===== config.mk =====
export PLATFORM = sky130hd
export DESIGN_NAME = pc_unit_flat
export DESIGN_NICKNAME = d
export VERILOG_FILES = /design/src/rtl/pc_unit_if.sv /design/src/rtl/pc_unit.sv /design/src/flat_wrapper.sv
export SDC_FILE = /design/constraint.sdc
export NUM_CORES = 1
export LEC_CHECK = 0
export CAP_MARGIN = 20
export CORE_UTILIZATION = 43
export CTS_BUF_LIST = sky130_fd_sc_hd__clkbuf_2 sky130_fd_sc_hd__clkbuf_4 sky130_fd_sc_hd__clkbuf_8
export DETAILED_ROUTE_END_ITERATION = 8
export PLACE_DENSITY_LB_ADDON = 0.12
export SLEW_MARGIN = 20
export SYNTH_ARGS = -nofsm -noshare
export SYNTH_HDL_FRONTEND = slang
export SYNTH_SLANG_ARGS = --single-unit

===== constraint.sdc =====
create_clock -name clk -period 2 [get_ports clk]
set_input_delay 0.6 -clock clk [delete_from_list [all_inputs] [get_ports clk]]
set_output_delay 0.6 -clock clk [all_outputs]
set_load 0.005 [all_outputs]

===== src/rtl/pc_unit_if.sv =====
// pc_unit_if: fetch-side control bundle for the program-counter unit.
//
// Parameters:
//   WIDTH      address / immediate width in bits.
// Signals:
//   immediate  branch offset (two's complement) or absolute jump target
//   pc_src     next-PC select: 00 increment, 01 relative, 10 absolute, 11 return
//   call       push PC+1 onto the return-address stack this cycle
//   stall      hold PC and all stack state
//   pc         current instruction address
//   ras_empty  return-address stack holds no entries
//   ras_full   return-address stack holds RAS_DEPTH entries
//   ras_err    sticky overflow / underflow flag
// Modports:
//   master     fetch controller (drives select/immediate, observes PC and flags)
//   slave      the pc_unit itself
interface pc_unit_if #(
  parameter int unsigned WIDTH = 8
);
  logic [WIDTH-1:0] immediate;
  logic [1:0]       pc_src;
  logic             call;
  logic             stall;
  logic [WIDTH-1:0] pc;
  logic             ras_empty;
  logic             ras_full;
  logic             ras_err;

  modport master (
    output immediate,
    output pc_src,
    output call,
    output stall,
    input  pc,
    input  ras_empty,
    input  ras_full,
    input  ras_err
  );

  modport slave (
    input  immediate,
    input  pc_src,
    input  call,
    input  stall,
    output pc,
    output ras_empty,
    output ras_full,
    output ras_err
  );
endinterface


===== src/rtl/pc_unit.sv =====
// pc_unit: parametrised program counter with optional return-address stack.
//
// Each unstalled rising edge the PC advances to one of: PC+1, PC+immediate
// (signed, modulo 2^WIDTH), immediate (absolute), or the top of the RAS.
// All arithmetic wraps silently.
//
// Build option:
//   PC_RAS_EN  when defined, a circular RAS_DEPTH-entry return-address stack is
//              built. When undefined, call is ignored, pc_src=11 increments, and
//              ras_empty/ras_full/ras_err are constant 1/0/0.
//
// Parameters:
//   WIDTH       address / immediate width (>= 4)
//   RAS_DEPTH   return-address stack entries (power of two, >= 2)
//   RESET_ADDR  PC value while reset is asserted
// Ports:
//   clk         rising-edge clock
//   reset_n     asynchronous active-low reset
//   bus         pc_unit_if slave modport (select, immediate, call, stall in;
//               pc and RAS status out)
module pc_unit #(
  parameter int unsigned      WIDTH      = 8,
  parameter int unsigned      RAS_DEPTH  = 4,
  parameter logic [WIDTH-1:0] RESET_ADDR = '0
) (
  input logic     clk,
  input logic     reset_n,
  pc_unit_if.slave bus
);

  localparam logic [1:0] SrcInc = 2'b00;
  localparam logic [1:0] SrcRel = 2'b01;
  localparam logic [1:0] SrcAbs = 2'b10;
  localparam logic [1:0] SrcRet = 2'b11;

  logic [WIDTH-1:0] pc_q, pc_d;
  logic [WIDTH-1:0] pc_inc;
  logic [WIDTH-1:0] pc_sel;

  assign pc_inc = pc_q + WIDTH'(1);

  // Non-return candidates. Immediate is already WIDTH bits, so a plain add
  // modulo 2^WIDTH is the sign-extended relative branch.
  always_comb begin
    pc_sel = pc_inc;
    case (bus.pc_src)
      SrcInc:  pc_sel = pc_inc;
      SrcRel:  pc_sel = pc_q + bus.immediate;
      SrcAbs:  pc_sel = bus.immediate;
      SrcRet:  pc_sel = pc_inc;
      default: pc_sel = pc_inc;
    endcase
  end

  always_ff @(posedge clk or negedge reset_n) begin
    if (!reset_n) begin
      pc_q <= RESET_ADDR;
    end else if (!bus.stall) begin
      pc_q <= pc_d;
    end
  end

  assign bus.pc = pc_q;

`ifdef PC_RAS_EN

  localparam int unsigned PtrW = (RAS_DEPTH > 1) ? $clog2(RAS_DEPTH) : 1;
  localparam int unsigned CntW = $clog2(RAS_DEPTH + 1);
  localparam logic [CntW-1:0] DepthMax = CntW'(RAS_DEPTH);

  // Entries are not reset; depth alone decides which are valid.
  logic [WIDTH-1:0] ras_q [RAS_DEPTH];

  // sp_q points at the next free slot. When full it wraps onto the oldest
  // entry, so a push there overwrites it for free.
  logic [PtrW-1:0] sp_q, sp_d;
  logic [CntW-1:0] depth_q, depth_d;
  logic            err_q, err_d;

  logic [PtrW-1:0]  top_idx;
  logic [WIDTH-1:0] top_val;
  logic             do_push, do_pop;
  logic             ras_we;
  logic [PtrW-1:0]  ras_widx;
  logic             is_empty;

  assign top_idx  = sp_q - PtrW'(1);
  assign top_val  = ras_q[top_idx];
  assign do_push  = bus.call;
  assign do_pop   = (bus.pc_src == SrcRet);
  assign is_empty = (depth_q == '0);

  always_comb begin
    pc_d     = pc_sel;
    sp_d     = sp_q;
    depth_d  = depth_q;
    err_d    = err_q;
    ras_we   = 1'b0;
    ras_widx = sp_q;

    if (do_push && do_pop) begin
      // Return to the current top and replace it with the new return
      // address in place; depth and error state are untouched.
      if (!is_empty) begin
        pc_d     = top_val;
        ras_we   = 1'b1;
        ras_widx = top_idx;
      end else begin
        pc_d = pc_inc;
      end
    end else if (do_pop) begin
      if (is_empty) begin
        pc_d  = pc_inc;
        err_d = 1'b1;
      end else begin
        pc_d    = top_val;
        sp_d    = top_idx;
        depth_d = depth_q - CntW'(1);
      end
    end else if (do_push) begin
      ras_we   = 1'b1;
      ras_widx = sp_q;
      sp_d     = sp_q + PtrW'(1);
      if (depth_q == DepthMax) begin
        err_d = 1'b1;
      end else begin
        depth_d = depth_q + CntW'(1);
      end
    end
  end

  always_ff @(posedge clk or negedge reset_n) begin
    if (!reset_n) begin
      sp_q    <= '0;
      depth_q <= '0;
      err_q   <= 1'b0;
    end else if (!bus.stall) begin
      sp_q    <= sp_d;
      depth_q <= depth_d;
      err_q   <= err_d;
    end
  end

  always_ff @(posedge clk) begin
    if (!bus.stall && ras_we) begin
      ras_q[ras_widx] <= pc_inc;
    end
  end

  assign bus.ras_empty = is_empty;
  assign bus.ras_full  = (depth_q == DepthMax);
  assign bus.ras_err   = err_q;

`else

  // No stack: return decays to increment (pc_sel already does that).
  assign pc_d = pc_sel;

  logic unused_call;
  assign unused_call = bus.call;

  assign bus.ras_empty = 1'b1;
  assign bus.ras_full  = 1'b0;
  assign bus.ras_err   = 1'b0;

`endif

endmodule


===== src/flat_wrapper.sv =====
// flat-port wrapper written by rule: the top's interface ports become plain ports
module pc_unit_flat 
#(
  parameter int unsigned      WIDTH      = 8,
  parameter int unsigned      RAS_DEPTH  = 4,
  parameter logic [WIDTH-1:0] RESET_ADDR = '0
)
  (clk, reset_n, bus_immediate, bus_pc_src, bus_call, bus_stall, bus_pc, bus_ras_empty, bus_ras_full, bus_ras_err);
  pc_unit_if #(.WIDTH(WIDTH)) bus_i ();
  input logic clk;
  input logic reset_n;
  input wire logic [$bits(bus_i.immediate)-1:0] bus_immediate;
  input wire logic [$bits(bus_i.pc_src)-1:0] bus_pc_src;
  input wire logic [$bits(bus_i.call)-1:0] bus_call;
  input wire logic [$bits(bus_i.stall)-1:0] bus_stall;
  output wire logic [$bits(bus_i.pc)-1:0] bus_pc;
  output wire logic [$bits(bus_i.ras_empty)-1:0] bus_ras_empty;
  output wire logic [$bits(bus_i.ras_full)-1:0] bus_ras_full;
  output wire logic [$bits(bus_i.ras_err)-1:0] bus_ras_err;
  assign bus_i.immediate = bus_immediate;
  assign bus_i.pc_src = bus_pc_src;
  assign bus_i.call = bus_call;
  assign bus_i.stall = bus_stall;
  assign bus_pc = bus_i.pc;
  assign bus_ras_empty = bus_i.ras_empty;
  assign bus_ras_full = bus_i.ras_full;
  assign bus_ras_err = bus_i.ras_err;
  pc_unit #(.WIDTH(WIDTH), .RAS_DEPTH(RAS_DEPTH), .RESET_ADDR(RESET_ADDR)) u_core (.clk(clk), .reset_n(reset_n), .bus(bus_i));
endmodule

==> impl_metrics.env <==
export IMPL_fin_crit_ps=2320
export IMPL_synth_simple_area_share=0.235
export IMPL_cts_num_sinks=8
export IMPL_areaGrowthSynthToFinish_pct=56.1
export IMPL_yosysUniqueCellTypes=38
export IMPL_numPortBuffers=20
export IMPL_maxCapViolCount=0
export IMPL_largest_reg_flops=8
export IMPL_clkPwrFrac=0.109
export IMPL_combPwrFrac=0.654
export IMPL_crit_family="adder cells"
export IMPL_die_width_um=45.2
export IMPL_vias_per_cell=5.17
export IMPL_cp_cell_sequence="buf_8, inv_8, ha_4, or2_4, ha_4, inv_2, fa_2, nor2b_4, o31a_1, o21ai_2, a2111oi_4, nor4_2"
export IMPL_synthTopCellsByArea="dfrtp_1 25%, ha_1 12%, a21oi_1 5.6%"
export IMPL_synthTopCellsByCount="9 x a21oi_1, 9 x nand2_1, 8 x dfrtp_1, 8 x ha_1"
export IMPL_register_area_um2=200
export IMPL_clk_pin_slew_worst_paths_ps=60
export IMPL_violations="negative setup slack"
export IMPL_start_util=0.460
export IMPL_rr_endpoint="u_core.bus.pc[6]$_DFFE_PN0N_"
export IMPL_drtAntennaViolNets=0
export IMPL_wl_um=2110
export IMPL_syn_avg_cell_area_um2=8.37
export IMPL_vias=811
export IMPL_cp_num_buf_inv=3
export IMPL_rsz0062_at_grt="yes"
export IMPL_yosysTopAreaCell="dfrtp_1"
export IMPL_hold_depth=1
export IMPL_drive_gt1_frac=0.295
export IMPL_leakage_uw=0.000554
export IMPL_clock_skew_ps=2.33
export IMPL_drtIter0Drc=7
export IMPL_grt_max_degree=12
export IMPL_seq_area_frac_synth=0.249
export IMPL_cp_common_cell="ha_4"
export IMPL_slew_violations=0
export IMPL_reg2reg_slack_ps=70
export IMPL_synth_area_um2=803
export IMPL_setup_viol=6
export IMPL_grt_pass1_vias=757
export IMPL_dp_cells=152
export IMPL_arrival_ps=2490
export IMPL_p_sw_frac=0.388
export IMPL_hold_class="flop to flop"
export IMPL_multi_input_area_um2=631
export IMPL_power_switching_uw=472
export IMPL_finalCritPeriodShare=1.16
export IMPL_ys_ff_latch=8
export IMPL_yosysWarnings=0
export IMPL_synth_compound_area_share=0.234
export IMPL_cpPeakStageDelay_ps=290
export IMPL_finalWorstSetupSlack_ps=-320
export IMPL_antenna_found_initial=0
export IMPL_nets=157
export IMPL_drcViolationCount=0
export IMPL_outcome="finished with violations"
export IMPL_utilization=0.718
export IMPL_finalHoldViolCount=0
export IMPL_synth_top_family_by_area="simple AND/OR/NAND/NOR gates"
export IMPL_cts_buffers=3
export IMPL_synthFlopType="dfrtp_1"
export IMPL_instances_no_fill=157
export IMPL_power_sequential_fraction=0.237
export IMPL_reg2reg_depth=8
export IMPL_critPathCapture="u_core.bus.pc[6]$_DFFE_PN0N_"
export IMPL_start_kind="input port"
export IMPL_p_int_uw=744
export IMPL_cts_tree="built"
export IMPL_synth_top_area_frac=0.249
export IMPL_synth_xor_area_frac=0.0218
export IMPL_antenna_cells=0
export IMPL_worstPathMaxFanout=5
export IMPL_synth_edf_count=0
export IMPL_hpwl_um=1640
export IMPL_crit_slowest_cell="o31a_1"
export IMPL_worstSetupPathType="input port to flop"
export IMPL_synth_area_mux_share=0.0312
export IMPL_hp_start="u_core.bus.pc[2]$_DFFE_PN0N_"
export IMPL_clock_path_buffers=2
export IMPL_h_tree_depth=1
export IMPL_required_ps=2170
export IMPL_nFillCells=141
export IMPL_grt_overflow=0
export IMPL_async_flop_share=1.00
export IMPL_rows=15
export IMPL_dieArea_mm2=0.00204
export IMPL_die_h_um=45.2
export IMPL_crit_path_start="bus_pc_src[0]"
export IMPL_ir_drop_mv=0.604
export IMPL_synth_fa_ha_area_frac=0.150
export IMPL_end_kind="flop"
export IMPL_gp_congestion=0.840
export IMPL_wire_per_inst_um=13.4
export IMPL_synth_cells=96
export IMPL_grt_pass1_wl_um=3300
export IMPL_cp_num_cells=12
export IMPL_post_place_ws_ps=-1160
export IMPL_clock_latency_ps=260
export IMPL_reg2reg_from="u_core.bus.pc[0]$_DFFE_PN0N_"
export IMPL_pin_count=25
export IMPL_first_pass_iters=4
export IMPL_core_mm2=0.00175
export IMPL_fmax_ghz=0.431
export IMPL_cts_root_buf="clkbuf_4"
export IMPL_track_usage=0.232
export IMPL_power_density_mw_per_mm2=970
==> per-layer routing <==
layer  track usage  vias up  routed length [um]
li1              -      409                   -
met1         0.278      382                 895
met2         0.403       16                1120
met3        0.0240        4                  53
met4         0.127        0                  37
met5             0        -                   0
==> logic make-up (layout without fill, tap and decap cells) <==
logic type	count (synthesis)	count (layout)
buf+inv	12	47
mux	2	2
fa+ha+maj	9	9
flops	8	8
xor+xnor	2	2
simple gates	34	34
other cells	2	3
compound gates	27	27
==> cell usage in the layout, fill, tap and decap left out, types with 2 or more instances in the layout <==
cell type        instances
buf_4                   17
clkdlybuf4s50_1         16
nand2_1                  9
dfrtp_1                  8
a21oi_1                  7
nor2_1                   6
ha_1                     6
nor2b_1                  5
inv_1                    4
o21a_1                   3
conb_1                   3
clkbuf_4                 3
nand2b_1                 2
a21oi_2                  2
o21ai_1                  2
nor3b_1                  2
nor4_2                   2
and3_1                   2
xnor2_1                  2
ha_4                     2
==> metrics by stage <==
| stage | cell area, um2 | power [uW] | hold slack (ps) | setup TNS (ps) |
|---|---|---|---|---|
| after global routing | 1250 | 1310 | 544 | -1500 |
| final | 1250 | 1220 | 518 | -1090 |
| after CTS | 1220 | 1190 | 533 | -903 |
| after global placement | 1170 | 996 | 503 | -6380 |
| after floorplan | 855 | 716 | 304 | -1330 |
| after detailed placement | 1170 | 1020 | 520 | -6640 |
==> worst reg2reg max path: stages, from the launching register on <==
cell and delay, ps:
dfrtp_1 420, ha_4 160, inv_2 40, fa_2 410, nor2b_4 130, o31a_1 170
o21ai_2 90, a2111oi_4 310, nor4_2 80
==> power groups by stage <==
stage | clock, uW | combinational, uW | sequential (uW)
6_report | 132 | 796 | 288
3_3_place_gp | 0 | 711 | 285
5_1_grt | 143 | 868 | 298
4_1_cts | 139 | 760 | 290
3_5_place_dp | 0 | 724 | 291
2_1_floorplan | 0 | 432 | 284
==> worst min path at each step <==
stage	endpoint
floorplan	u_core.bus.pc[0]$_DFFE_PN0N_
CTS	u_core.bus.pc[3]$_DFFE_PN0N_
global placement	u_core.bus.pc[2]$_DFFE_PN0N_
finish	u_core.bus.pc[2]$_DFFE_PN0N_
global route	u_core.bus.pc[3]$_DFFE_PN0N_
detailed placement	u_core.bus.pc[3]$_DFFE_PN0N_
==> timing repair <==
| item | CTS | global route |
|---|---|---|
| hold endpoints to repair | 0 | 0 |
| pin swaps | 9 | 7 |
| hold buffers | 0 | 0 |
| buffers inserted | 0 | 2 |
| gates resized for setup | 18 | 5 |
| setup endpoints to repair | 7 | 7 |
==> layout make-up <==
| class | count | share of cell area |
|---|---|---|
| inverters | 7 | 0.0269 |
| flip-flops and latches | 8 | 0.160 |
| multi-input cells | 77 | 0.503 |
| well taps | 25 | 0.0250 |
| repair buffers | 37 | 0.267 |
| clock buffers | 3 | 0.0180 |
Power figures use the tool's default switching activity.
